**config.mk**
```make
export PLATFORM = sky130hd
export DESIGN_NAME = map_sequencer_flat
export DESIGN_NICKNAME = d
export VERILOG_FILES = /design/src/rtl/map_pkg.sv /design/src/rtl/map_sequencer_if.sv /design/src/rtl/rr_arbiter2.sv /design/src/rtl/map_sequencer.sv /design/src/flat_wrapper.sv
export SDC_FILE = /design/constraint.sdc
export NUM_CORES = 1
export LEC_CHECK = 0
export CORE_ASPECT_RATIO = 0.8
export CORE_MARGIN = 2
export CORE_UTILIZATION = 40
export CTS_CLUSTER_DIAMETER = 30
export DETAILED_ROUTE_END_ITERATION = 12
export GPL_TIMING_DRIVEN = 0
export SYNTH_ARGS = -nofsm -noshare
export SYNTH_HDL_FRONTEND = slang
export SYNTH_SLANG_ARGS = --single-unit
```
**constraint.sdc**
```tcl
create_clock -name clk -period 7.56 [get_ports clk]
set_clock_uncertainty 0.2 [all_clocks]
set_input_delay 1.134 -clock clk [delete_from_list [all_inputs] [get_ports clk]]
set_output_delay 1.134 -clock clk [all_outputs]
set_load 0.05 [all_outputs]
```
**src/rtl/map_pkg.sv**
```systemverilog
// map_pkg: map geometry, tile codes and sequencer states
// shared by the map sequencer and its arbiter.
package map_pkg;

  localparam int MAP_W   = 20;
  localparam int MAP_H   = 15;
  localparam int N_CELLS = MAP_W * MAP_H;

  typedef enum logic [2:0] {
    EMPTY = 3'd0,
    WALL  = 3'd1,
    BRICK = 3'd2,
    BASE1 = 3'd3,
    BASE2 = 3'd4,
    STEEL = 3'd5,
    WATER = 3'd6
  } tile_e;

  typedef enum logic [1:0] {
    S_LOAD,
    S_SERVE,
    S_BLANK,
    S_WON
  } state_e;

  // Out-of-range indices land in the last-row test and count as border.
  function automatic logic on_border(input logic [8:0] idx);
    logic [8:0] col;
    col = idx % 9'(MAP_W);
    return (idx < 9'(MAP_W))
        || (idx >= 9'(N_CELLS - MAP_W))
        || (col == 9'd0)
        || (col == 9'(MAP_W - 1));
  endfunction

  function automatic logic clearable(input logic [8:0] idx);
    return (idx < 9'(N_CELLS)) && !on_border(idx);
  endfunction

endpackage

```
**src/rtl/map_sequencer_if.sv**
```systemverilog
// map_sequencer_if: clear handshakes, game events, level ROM
// read port and map RAM write port of the map sequencer.
interface map_sequencer_if;

  logic       clr_req1;
  logic       clr_req2;
  logic [8:0] clr_idx1;
  logic [8:0] clr_idx2;
  logic       clr_ack1;
  logic       clr_ack2;
  logic       win1;
  logic       win2;
  logic       level_next;
  logic [9:0] rom_addr;
  logic [2:0] rom_data;
  logic       map_we;
  logic [8:0] map_waddr;
  logic [2:0] map_wdata;
  logic [1:0] level;
  logic       busy;
  logic       loaded;

  modport master (
    output clr_req1, clr_req2,
    output clr_idx1, clr_idx2,
    input  clr_ack1, clr_ack2,
    output win1, win2, level_next,
    input  rom_addr,
    output rom_data,
    input  map_we, map_waddr, map_wdata,
    input  level, busy, loaded
  );

  modport slave (
    input  clr_req1, clr_req2,
    input  clr_idx1, clr_idx2,
    output clr_ack1, clr_ack2,
    input  win1, win2, level_next,
    output rom_addr,
    input  rom_data,
    output map_we, map_waddr, map_wdata,
    output level, busy, loaded
  );

endinterface

```
**src/rtl/rr_arbiter2.sv**
```systemverilog
// rr_arbiter2: two-requester round-robin grant; the player
// that won the last contended grant drops to low priority.
module rr_arbiter2 (
  input  logic       clk,
  input  logic       rst_n,
  input  logic [1:0] req_i,
  output logic [1:0] gnt_o
);

  logic prio2_q;

  always_comb begin
    gnt_o = 2'b00;
    unique case (1'b1)
      (req_i == 2'b11): gnt_o = prio2_q ? 2'b10 : 2'b01;
      (req_i == 2'b01): gnt_o = 2'b01;
      (req_i == 2'b10): gnt_o = 2'b10;
      default:          gnt_o = 2'b00;
    endcase
  end

  // Pointer only moves when both players actually contended.
  always_ff @(posedge clk or negedge rst_n) begin
    if (!rst_n) begin
      prio2_q <= 1'b0;
    end else if (req_i == 2'b11) begin
      prio2_q <= ~prio2_q;
    end
  end

endmodule

```
**src/rtl/map_sequencer.sv**
```systemverilog
// map_sequencer: loads levels from ROM into the map RAM, serves
// tile clears from two players and blanks the map on a win.
module map_sequencer
  import map_pkg::*;
#(
  parameter int N_LEVELS = 3
) (
  input logic            clk,
  input logic            rst_n,
  map_sequencer_if.slave sq
);

  state_e     state_q;
  logic [8:0] cnt_q;
  logic [1:0] level_q;
  logic       pend_q;
  logic [9:0] rom_addr_q;
  logic       we_q;
  logic [8:0] waddr_q;
  tile_e      wdata_q;
  logic       ack1_q;
  logic       ack2_q;
  logic       loaded_q;
  logic       busy_q;

  logic [1:0] level_d;
  logic [9:0] base_d;
  logic       load_go;
  logic       clr_ok;
  logic [1:0] req;
  logic [1:0] gnt;

  assign level_d = (level_q == 2'(N_LEVELS - 1))
                 ? 2'd0 : level_q + 2'd1;
  assign base_d  = 10'(level_d) * 10'(N_CELLS);

  assign load_go = ((state_q == S_SERVE) || (state_q == S_WON))
                && (pend_q || sq.level_next);
  assign clr_ok  = (state_q == S_SERVE) && !load_go
                && !(sq.win1 || sq.win2);

  // A player still seeing its ack is not eligible this cycle.
  assign req = clr_ok
             ? {sq.clr_req2 & ~ack2_q, sq.clr_req1 & ~ack1_q}
             : 2'b00;

  rr_arbiter2 u_arb (
    .clk   (clk),
    .rst_n (rst_n),
    .req_i (req),
    .gnt_o (gnt)
  );

  always_ff @(posedge clk or negedge rst_n) begin
    if (!rst_n) begin
      state_q    <= S_LOAD;
      cnt_q      <= '0;
      level_q    <= '0;
      pend_q     <= 1'b0;
      rom_addr_q <= '0;
      we_q       <= 1'b0;
      waddr_q    <= '0;
      wdata_q    <= EMPTY;
      ack1_q     <= 1'b0;
      ack2_q     <= 1'b0;
      loaded_q   <= 1'b0;
      busy_q     <= 1'b1;
    end else begin
      we_q     <= 1'b0;
      ack1_q   <= 1'b0;
      ack2_q   <= 1'b0;
      loaded_q <= 1'b0;
      if (sq.level_next &&
          ((state_q == S_LOAD) || (state_q == S_BLANK))) begin
        pend_q <= 1'b1;
      end
      if (load_go) begin
        state_q    <= S_LOAD;
        level_q    <= level_d;
        rom_addr_q <= base_d;
        cnt_q      <= '0;
        pend_q     <= 1'b0;
        busy_q     <= 1'b1;
      end else begin
        unique case (state_q)
          S_LOAD: begin
            cnt_q <= cnt_q + 9'd1;
            if (cnt_q < 9'(N_CELLS - 1)) begin
              rom_addr_q <= rom_addr_q + 10'd1;
            end
            // ROM data lags the address by one cycle.
            if (cnt_q != 9'd0) begin
              we_q    <= 1'b1;
              waddr_q <= cnt_q - 9'd1;
              wdata_q <= tile_e'(sq.rom_data);
            end
            if (cnt_q == 9'(N_CELLS)) begin
              state_q  <= S_SERVE;
              loaded_q <= 1'b1;
              busy_q   <= 1'b0;
            end
          end
          S_SERVE: begin
            if (sq.win1 || sq.win2) begin
              state_q <= S_BLANK;
              cnt_q   <= '0;
              busy_q  <= 1'b1;
            end else if (gnt[0]) begin
              ack1_q  <= 1'b1;
              we_q    <= clearable(sq.clr_idx1);
              waddr_q <= sq.clr_idx1;
              wdata_q <= EMPTY;
            end else if (gnt[1]) begin
              ack2_q  <= 1'b1;
              we_q    <= clearable(sq.clr_idx2);
              waddr_q <= sq.clr_idx2;
              wdata_q <= EMPTY;
            end
          end
          S_BLANK: begin
            we_q    <= 1'b1;
            waddr_q <= cnt_q;
            wdata_q <= on_border(cnt_q) ? WALL : EMPTY;
            cnt_q   <= cnt_q + 9'd1;
            if (cnt_q == 9'(N_CELLS - 1)) begin
              state_q <= S_WON;
              busy_q  <= 1'b0;
            end
          end
          S_WON: begin
          end
          default: begin
            state_q <= S_LOAD;
          end
        endcase
      end
    end
  end

  assign sq.clr_ack1  = ack1_q;
  assign sq.clr_ack2  = ack2_q;
  assign sq.rom_addr  = rom_addr_q;
  assign sq.map_we    = we_q;
  assign sq.map_waddr = waddr_q;
  assign sq.map_wdata = wdata_q;
  assign sq.level     = level_q;
  assign sq.busy      = busy_q;
  assign sq.loaded    = loaded_q;

endmodule

```
**src/flat_wrapper.sv**
```systemverilog
// flat-port wrapper written by rule: the top's interface ports become plain ports
module map_sequencer_flat import map_pkg::*;
#(
  parameter int N_LEVELS = 3
)
  (clk, rst_n, sq_clr_req1, sq_clr_req2, sq_clr_idx1, sq_clr_idx2, sq_clr_ack1, sq_clr_ack2, sq_win1, sq_win2, sq_level_next, sq_rom_addr, sq_rom_data, sq_map_we, sq_map_waddr, sq_map_wdata, sq_level, sq_busy, sq_loaded);
  map_sequencer_if sq_i ();
  input logic clk;
  input logic rst_n;
  input wire logic [$bits(sq_i.clr_req1)-1:0] sq_clr_req1;
  input wire logic [$bits(sq_i.clr_req2)-1:0] sq_clr_req2;
  input wire logic [$bits(sq_i.clr_idx1)-1:0] sq_clr_idx1;
  input wire logic [$bits(sq_i.clr_idx2)-1:0] sq_clr_idx2;
  output wire logic [$bits(sq_i.clr_ack1)-1:0] sq_clr_ack1;
  output wire logic [$bits(sq_i.clr_ack2)-1:0] sq_clr_ack2;
  input wire logic [$bits(sq_i.win1)-1:0] sq_win1;
  input wire logic [$bits(sq_i.win2)-1:0] sq_win2;
  input wire logic [$bits(sq_i.level_next)-1:0] sq_level_next;
  output wire logic [$bits(sq_i.rom_addr)-1:0] sq_rom_addr;
  input wire logic [$bits(sq_i.rom_data)-1:0] sq_rom_data;
  output wire logic [$bits(sq_i.map_we)-1:0] sq_map_we;
  output wire logic [$bits(sq_i.map_waddr)-1:0] sq_map_waddr;
  output wire logic [$bits(sq_i.map_wdata)-1:0] sq_map_wdata;
  output wire logic [$bits(sq_i.level)-1:0] sq_level;
  output wire logic [$bits(sq_i.busy)-1:0] sq_busy;
  output wire logic [$bits(sq_i.loaded)-1:0] sq_loaded;
  assign sq_i.clr_req1 = sq_clr_req1;
  assign sq_i.clr_req2 = sq_clr_req2;
  assign sq_i.clr_idx1 = sq_clr_idx1;
  assign sq_i.clr_idx2 = sq_clr_idx2;
  assign sq_clr_ack1 = sq_i.clr_ack1;
  assign sq_clr_ack2 = sq_i.clr_ack2;
  assign sq_i.win1 = sq_win1;
  assign sq_i.win2 = sq_win2;
  assign sq_i.level_next = sq_level_next;
  assign sq_rom_addr = sq_i.rom_addr;
  assign sq_i.rom_data = sq_rom_data;
  assign sq_map_we = sq_i.map_we;
  assign sq_map_waddr = sq_i.map_waddr;
  assign sq_map_wdata = sq_i.map_wdata;
  assign sq_level = sq_i.level;
  assign sq_busy = sq_i.busy;
  assign sq_loaded = sq_i.loaded;
  map_sequencer #(.N_LEVELS(N_LEVELS)) u_core (.clk(clk), .rst_n(rst_n), .sq(sq_i));
endmodule
```
==> flow_results.org, run 1 <==
** Status
- The run finished with clean final reports.

** Timing
- Max-Slew Margin vs Limit :: about 57%
- Static timing analysis puts the maximum clock frequency at 265 MHz.
- The final critical path takes up between 40% and 50% of the cycle.
- Final hold violation count :: 0
- The clock period could shrink to 3.78 ns.
- The max-slew violation total from the final report was 0.
- Setup violations remaining at the end of the flow were counted as 0.
- Worst-Margin Slew :: 0.648 ns
- Setup repair after global routing left no endpoint under its margin.
- Sum Neg Setup Slack :: 0 ns
- Worst hold slack across all endpoints :: roughly 0.27 ns

** CTS
- Clock tree from TritonCTS :: yes
- In this run, post-CTS hold repair placed 0 buffers.
- Clk root buf :: clkbuf_16
- In this run, CTS created clock tree buffers numbering 5.
- The longest clock path from root to sink contains 2 buffers.
- H-tree levels :: 2
- Post-CTS timing repair inserted 0 buffers for setup.
- The number of gates resized after CTS was 0.
- Clk_lat worst skew :: 0.29 ns
- Clock sink count :: between 40 and 50
- Clock-pin slew of the registers on the worst-case setup and hold paths :: 0.06 ns

** Route
- The routed design has about 11 mm of wire.
- Final routed DRC violation total :: 0
- Total iterations of the first detailed-routing run :: 5
- In the detailed route, the total length drawn on met2 is slightly below 5 mm.
- WL per Instance :: 16.3 µm
- WL met1 :: roughly 5.6 mm
- Wire segments on met3 add up to ~690 µm in the final route.
- In this run the top signal layer used is met4.
- The routed layout has between 4,000 and 5,000 vias.
- Average via count per standard cell :: 5.87
- Remaining antenna violation count after routing :: 0
- Starting DRC count in detailed routing :: about 400

** Cells and area
- Diodes inserted :: 0
- The post-route netlist has under 10% of its cells at a drive strength greater than 1.
- Area grow syn2layout :: 21.0%
- Total area of multi-input combinational cells :: about 2600 µm²
- After routing the design area is roughly 4700 µm².
- Number of nets in the layout :: 602
- Register cell area after layout :: about 1100 µm²
- FILL cells :: roughly 940
- For this run, the number of standard cells in the final layout without fillers is 685.

** Power
- The clock network is responsible for approximately two fifths of the overall power.
- The worst-case IR drop observed on VDD is 74.1 µV.
- The completed layout was analyzed and its total power is 521 µW.
- Dividing total power by cell area gives a power density of around 110 nW/µm².
- Net switching power figure :: between 100 and 150 µW
- Of the total power, combinational logic draws between 10% and 20%.
- The share of total power dissipated in sequential elements is between 40% and 50%.
- In this run the static leakage power is approximately 0.0018 µW.
- In this run switching power makes up between 20% and 30% of total power.
- Cell internal power was estimated by the tool at about 380 µW.

** Die
- Area of the die :: 10,600 µm²
- Core Region :: 9570 µm²
- Measured along the x axis, the die boundary spans approximately 110 µm.
- During I/O placement, the number of pins put on the boundary was 57.
- Standard-cell rows :: 32
- For this configuration, the core starts out at a cell density of between 40 and 50%.
- The die is between 90 and 100 µm tall.

** Global routing
- Entering global routing, the biggest net connects 33 pins.
- For this run, the total global-route usage over all layers was measured as between 20% and 30%.
- The via count of the first global-routing pass is between 3,000 and 4,000.
- Number of antenna violations at the first check in global routing :: 0
- Global-route wire length before repair :: ~19 mm
- Total grt overflow :: 0

** Flow run
- Across the run, the number of max-cap violations was 0.

** Synthesis
- When the netlist entered floorplanning its net count stood at 543.
- Area contributors post-synth :: dfrtp_1 (26%), a21oi_1 (5.4%), nand2_1 (5.1%)
- By count the netlist is led by nand2_1 (53), a21oi_1 (42), dfrtp_1 (41), nor2_1 (33), o21ai_0 (33).
- Share of the synthesized area in the top cell type :: 26.3%
- Netlist area before placement :: 3900 µm²
- The most common cell in the synthesized netlist is nand2_1.
- Yosys printed 0 warnings.
- Yosys mapped a number of flops with a built-in enable equal to 0.
- Post-synth top area cell :: dfrtp_1
- Async SR Flop Fraction :: 100%
- Mean cell area of the mapped netlist :: slightly below 8 µm²
- Flip-flop and latch count after synthesis :: 42
- Fraction of the yosys area taken by sequential cells :: 27.0%
- Synthesis instantiated 77 different standard cells from the library.
- Synthesis produced just over 500 cells.
- Primary flip-flop cell chosen by synthesis mapping :: dfrtp_1

** Place
- Placed wire-length estimate :: 8.28 mm
- Global placement routability congestion :: a little under 0.9
- Including well taps, the total number of placed cells is about 680.
- In this run the cell area measured after placement is between 4000 and 5000 µm².
- During placement, the flow inserted port buffers numbering 51.

** Worst setup path
- WP data arrival :: around 3.7 ns
- Critical path's largest stage delay :: roughly 0.39 ns
- Critical-path cell list :: clkdlybuf4s50_1 -> or3b_1 -> buf_2 -> or3_4 -> a211o_1 -> buf_6 -> inv_8 -> mux2_1 -> a22o_1 -> a21oi_1 -> o21ai_2
- Combined buffer and inverter count along the critical path :: 4
- Across all register-to-register paths, the minimum setup slack is 4.19 ns.
- Largest fanout of any net on the critical path :: 9
- Reg2Reg Launch Point :: u_core.state_q[1]
- Worst R2R Path Depth :: 13
- On the critical path the largest part of the delay comes from buffers and inverters.
- At the worst endpoint, the required time is 7.52 ns.
- CP Depth :: 11
- STA classifies the critical path startpoint as an input port.
- Terminus of the critical flop-to-flop path :: u_core.sq.map_waddr[2]
- The critical path starts at sq_win2.
- On the critical path, the stage with the largest delay is an instance of clkdlybuf4s50_1.
- The critical path ends at u_core.sq.map_waddr[2].
- Type of the worst setup path :: in2reg
- Sort of element at the end of the critical path :: flop

** Hold path
- Kind of path behind the tightest hold check :: reg2reg
- Startpoint of the tightest hold check path :: u_core.sq.map_waddr[4]
[area by class of cell]
class / instances / area share (%)
buffer: 43 / 3.90
sequential: 42 / 22.3
multi-input combinational: 407 / 55.2
timing repair buffer: 52 / 11.1
clock inverter: 2 / 0.292
inverter: 14 / 1.27
tap: 119 / 3.16
clock buffer: 6 / 2.73
[logic make-up after synthesis]
kind of cell / Yosys count / share of synthesized area [%]
simple gates: 208 / 28.1
flops: 42 / 27.0
mux: 14 / 3.63
buf+inv: 57 / 6.26
xor+xnor: 23 / 5.17
compound gates: 153 / 26.9
fa+ha+maj: 9 / 2.89
[tightest hold or removal path, delay by kind of cell (launching register included)]
kind / cells / cell delay, ns
flops: 1 / 0.34
simple gates: 1 / 0.06
compound gates: 1 / 0.05
[metal layers]
metal  vias to the layer above  GRT usage, %
li1                       1975             -
met4                         0          4.17
met1                      1889          33.1
met5                         -             0
met2                       147          31.8
met3                        10          3.64
[sequential cells by signal (all words and copies together), names as in the netlist]
signal and count:
u_core.cnt_q 9, u_core.pend_q 1, u_core.sq.busy 1, u_core.sq.clr_ack1 1, u_core.sq.clr_ack2 1, u_core.sq.level 2, u_core.sq.loaded 1, u_core.sq.map_waddr 9
u_core.sq.map_wdata 3, u_core.sq.map_we 1, u_core.sq.rom_addr 10, u_core.state_q 2, u_core.u_arb.prio2_q 1
[placed cells by master, fill, tap and decap left out, drive strengths merged, types with 8 or more instances in the layout]
master         count
nand2             53
clkdlybuf4s50     50
a21oi             43
dfrtp             41
o21ai             39
clkbuf            37
nor2              33
nand3             24
nor3              16
nor2b             15
buf               14
xnor2             13
mux2i             13
inv               12
nand2b            10
xor2              10
ha                 9
o221a              8
[per-stage QoR]
step | utilization [%] | worst slack [ns]
floorplan | - | 4.07
global route | 49.3 | 3.62
detailed placement | 47.8 | 3.49
global placement | 47.6 | 3.51
CTS | 49.3 | 3.77
finish | 49.3 | 3.78
[worst min-delay path by stage]
stage | end | cells after the start
2_1_floorplan | u_core.u_arb.prio2_q | 1
3_3_place_gp | u_core.sq.map_waddr[4] | 2
3_5_place_dp | u_core.sq.map_waddr[4] | 2
4_1_cts | u_core.sq.map_waddr[4] | 2
5_1_grt | u_core.sq.map_waddr[6] | 2
6_report | u_core.sq.map_waddr[4] | 2
[power groups by stage]
stage / Sequential [µW] / Combinational, µW / Clock [µW]
3_5_place_dp: 230 / 77.9 / 0
6_report: 226 / 78.7 / 216
4_1_cts: 226 / 78.1 / 219
5_1_grt: 226 / 86.5 / 229
2_1_floorplan: 233 / 43.2 / 0
3_3_place_gp: 230 / 76.5 / 0
Power figures use the tool's default switching activity.
==> run 2: changes to the inputs <==
Clock period 7.56 ns to 3.1 ns, I/O delays scaled along.
==> flow_results.org, run 2 (synthesis gave the netlist of run 1 again) <==
** Status
- Run status :: complete, no violations (unchanged)

** Timing
- Highest attainable clock frequency :: 332 MHz
- The worst path uses between 90% and 100% of the clock period.
- The relative max-transition margin came to 65.8% (was 56.8%).
- Finish-stage setup viols :: 0 (unchanged)
- Worst-Margin Slew :: 0.511 ns (was 0.648 ns)
- The setup slack after layout came to 0.0897 ns (was 3.78 ns).
- The max-slew violation total from the final report was 0 (unchanged).
- Clock period minus final worst setup slack :: around 3 ns
- RSZ-0062 raised after global routing: false (unchanged).
- Final hold violation count :: 0 (unchanged)

** Worst setup path
- The data required time of the critical path is 3.06 ns (was 7.52 ns).
- Critical-path cell list: inv_2 -> ha_2 -> buf_6 -> or3b_4 -> or3_4 -> a211o_1 -> buf_6 -> inv_8 -> mux2_4 -> a22o_1 -> a21oi_2 -> o21ai_2 (was clkdlybuf4s50_1 -> or3b_1 -> buf_2 -> or3_4 -> a211o_1 -> buf_6 -> inv_8 -> mux2_1 -> a22o_1 -> a21oi_1 -> o21ai_2).
- The worst reg2reg path startpoint is u_core.state_q[1] (unchanged).
- Among the stages of the critical path, the cell type that occurs most often is buf_6.
- The endpoint of the worst-slack reg-to-reg timing path was u_core.sq.map_waddr[2] (unchanged).
- Combined buffer and inverter count along the critical path :: 4 (unchanged)
- The arrival time at the worst endpoint came to 2.97 ns (was 3.74 ns).
- Critical path's largest stage delay :: 0.39 ns (about the same)
- Reg-to-reg slack, setup :: 0.09 ns (was 4.19 ns)
- Largest fanout of any net on the critical path :: 4 (was 9)
- Critical path launch point type :: flop (was input port)
- Slowest-stage cell, CP :: dfrtp_1 (was clkdlybuf4s50_1)
- Sort of element at the end of the critical path :: flop (unchanged)
- Gate family responsible for the most delay along the worst path :: simple AND/OR/NAND/NOR gates (was buffers and inverters)
- The kind of critical path was reg2reg (was in2reg).
- Worst R2R Path Depth :: 12 (was 13)

** Place
- The detailed-placement wirelength estimate came to 8.28 mm (unchanged).
- The worst setup slack after placement was -0.306 ns (was 3.49 ns).
- The port buffer count came to 51 (unchanged).
- The instance area at placement was 4570 µm² (unchanged).
- Global placement routability congestion :: 0.882 (unchanged)

** Route
- The post-detailed-routing wire length was 11.4 mm (was 11.2 mm).
- The violation count after the first detailed-route iteration came to 387 (was 399).
- The per-cell via count in the routed design came to 5.86 (was 5.87).
- Total iterations of the first detailed-routing run :: 5 (unchanged)
- Detailed-route via count :: 4,067 (was 4,021)
- WL per Instance :: 16.4 µm (was 16.3 µm)
- The count of unresolved DRC violations after routing came to 0 (unchanged).
- Remaining antenna violation count after routing :: 0 (unchanged)

** Global routing
- Number of antenna violations at the first check in global routing :: 0 (unchanged)
- The via count of the first global-routing pass is 3,790 (was 3,772).
- The maximum number of pins on one net before global-route repair is 33 (unchanged).
- Total grt overflow :: 0 (unchanged)
- The first-pass GRT wire length was 18.7 mm (was 18.6 mm).
- All-layer global routing usage :: 21.8% (was 21.6%)

** CTS
- Clock sink count :: 42 (unchanged)
- The clock tree from TritonCTS was yes (unchanged).
- The clock edge transition at the registers on the reported setup and hold paths was 0.06 ns (about the same).
- Clk_lat worst skew :: 0.29 ns (about the same)
- Clock Path Buffers :: 2 (unchanged)
- Clock buffers created by TritonCTS :: 5 (unchanged)
- Clk root buf :: clkbuf_16 (unchanged)
- The number of H-tree branching levels is 2 (unchanged).

** Hold path
- Startpoint of the tightest hold check path :: u_core.sq.map_waddr[4] (unchanged)
- The worst hold-check path type is reg2reg (unchanged).
- WHS Endpoint :: u_core.sq.map_waddr[4] (unchanged)
- Worst hold stages :: 2 (unchanged)

** Cells and area
- The filler cell count in the final layout came to 929 (was 936).
- Area grow syn2layout :: 23.9% (was 21.0%)
- The total inserted antenna cells is 0 (unchanged).
- The number of nets in the final layout is 611 (was 602).
- Commonest non-fill, non-tap cells in the layout: nand2_1 (53), clkdlybuf4s50_1 (50), a21oi_1 (41) (was nand2_1 (53), clkdlybuf4s50_1 (50), a21oi_1 (42)).
- Layout cells sized above 1 :: 12.0% (was 8.83%)
- The most common cell after layout, fill and taps aside is nand2_1 (unchanged).
- Max reg flops :: 10 (unchanged)
- The cell area after layout is 4830 µm² (was 4710 µm²).

** Power
- VDD IR max :: 182 µV (was 74.1 µV)
- Leakage dissipation :: 0.00190 µW (was 0.00184 µW)
- The power per unit of standard cell area came to 264 nW/µm² (was 111 nW/µm²).

** Die
- The total number of placement rows is 32 (unchanged).
- Vertical extent of the die :: 92.3 µm (unchanged)
- Core Region :: 9570 µm² (unchanged)
- Number of placed I/O pins :: 57 (unchanged)
- Area of the die :: 10,600 µm² (unchanged)
- The starting density of the core is 40.7% (unchanged).
- Width of the die :: 114 µm (unchanged)

** Flow run
- The number of max-cap violations came to 0 (unchanged).
run 2: cell count changes in the layout (fill, tap and decap cells not counted), sizes merged:
cell and delta:
dlygate4sd3 +1, clkbuf -1, buf +9
run 2: layout make-up:
cell class                 instances  area [µm²]  share of cell area (%)
clock buffer                       6         129                    2.67
multi-input combinational        407        2630                    54.4
tap                              119         149                    3.09
clock inverter                     2        13.8                   0.285
sequential                        42        1050                    21.8
inverter                          14        60.1                    1.24
timing repair buffer              63         614                    12.7
buffer                            41         180                    3.73
run 2: timing repair:
| item | CTS | global route |
|---|---|---|
| pin swaps | 1 | 3 |
| setup endpoints to repair | 4 | 10 |
| hold buffers | 1 | 0 |
| endpoints found under the hold margin | 10 | 0 |
| cloned | 0 | 0 |
| resized for setup | 6 | 9 |
| setup buffers | 4 | 6 |
run 2: through the flow:
| step | power, µW | cells | hold slack [ns] | TNS (ns) | util [%] |
|---|---|---|---|---|---|
| global route | 1320 | 694 | 0.312 | 0 | 50.4 |
| global placement | 748 | 676 | 0.264 | -0.460 | 47.6 |
| detailed placement | 751 | 677 | 0.160 | -0.534 | 47.8 |
| finish | 1270 | 694 | 0.275 | 0 | 50.4 |
| floorplan | 674 | 506 | -0.0306 | 0 | - |
| CTS | 1280 | 690 | 0.280 | 0 | 49.9 |
run 2: worst max-delay path by stage:
stage / start / end / slack, ns / cells past startpoint
after detailed placement: sq_win2 / u_core.sq.map_waddr[2] / -0.31 / 11
after global placement: sq_win2 / u_core.sq.map_waddr[2] / -0.29 / 11
final: u_core.state_q[1] / u_core.sq.map_waddr[2] / 0.09 / 12
after CTS: u_core.state_q[1] / u_core.sq.map_waddr[2] / 0.03 / 13
after global routing: u_core.cnt_q[7] / u_core.sq.map_wdata[0] / 0.002 / 9
after floorplan: u_core.state_q[1] / u_core.sq.map_waddr[2] / 0.02 / 13
run 2: worst reg2reg max path, cell delays in order, from the launching register on:
cell and delay [ns]:
dfrtp_1 0.39, inv_2 0.08, ha_2 0.17, buf_6 0.10
or3b_4 0.39, or3_4 0.36, a211o_1 0.29, buf_6 0.13
inv_8 0.06, mux2_4 0.30, a22o_1 0.23, a21oi_2 0.13
o21ai_2 0.06
run 2: layer usage:
metal / global-route usage [%] / wire [µm] / vias to the layer above
met5: 0 / 0 / -
met4: 4.07 / 93 / 0
met3: 3.64 / 639 / 16
met2: 32.2 / 4950 / 142
met1: 33.3 / 5720 / 1918
li1: - / - / 1991
run 2: report_power, final:
part / switching (µW) / internal (µW) / total (µW) / leakage, µW
Sequential: 0.984 / 550 / 551 / 0.000517
Combinational: 111 / 84.0 / 195 / 0.00132
Clock: 227 / 299 / 526 / 0.0000708
Total: 339 / 933 / 1270 / 0.00190
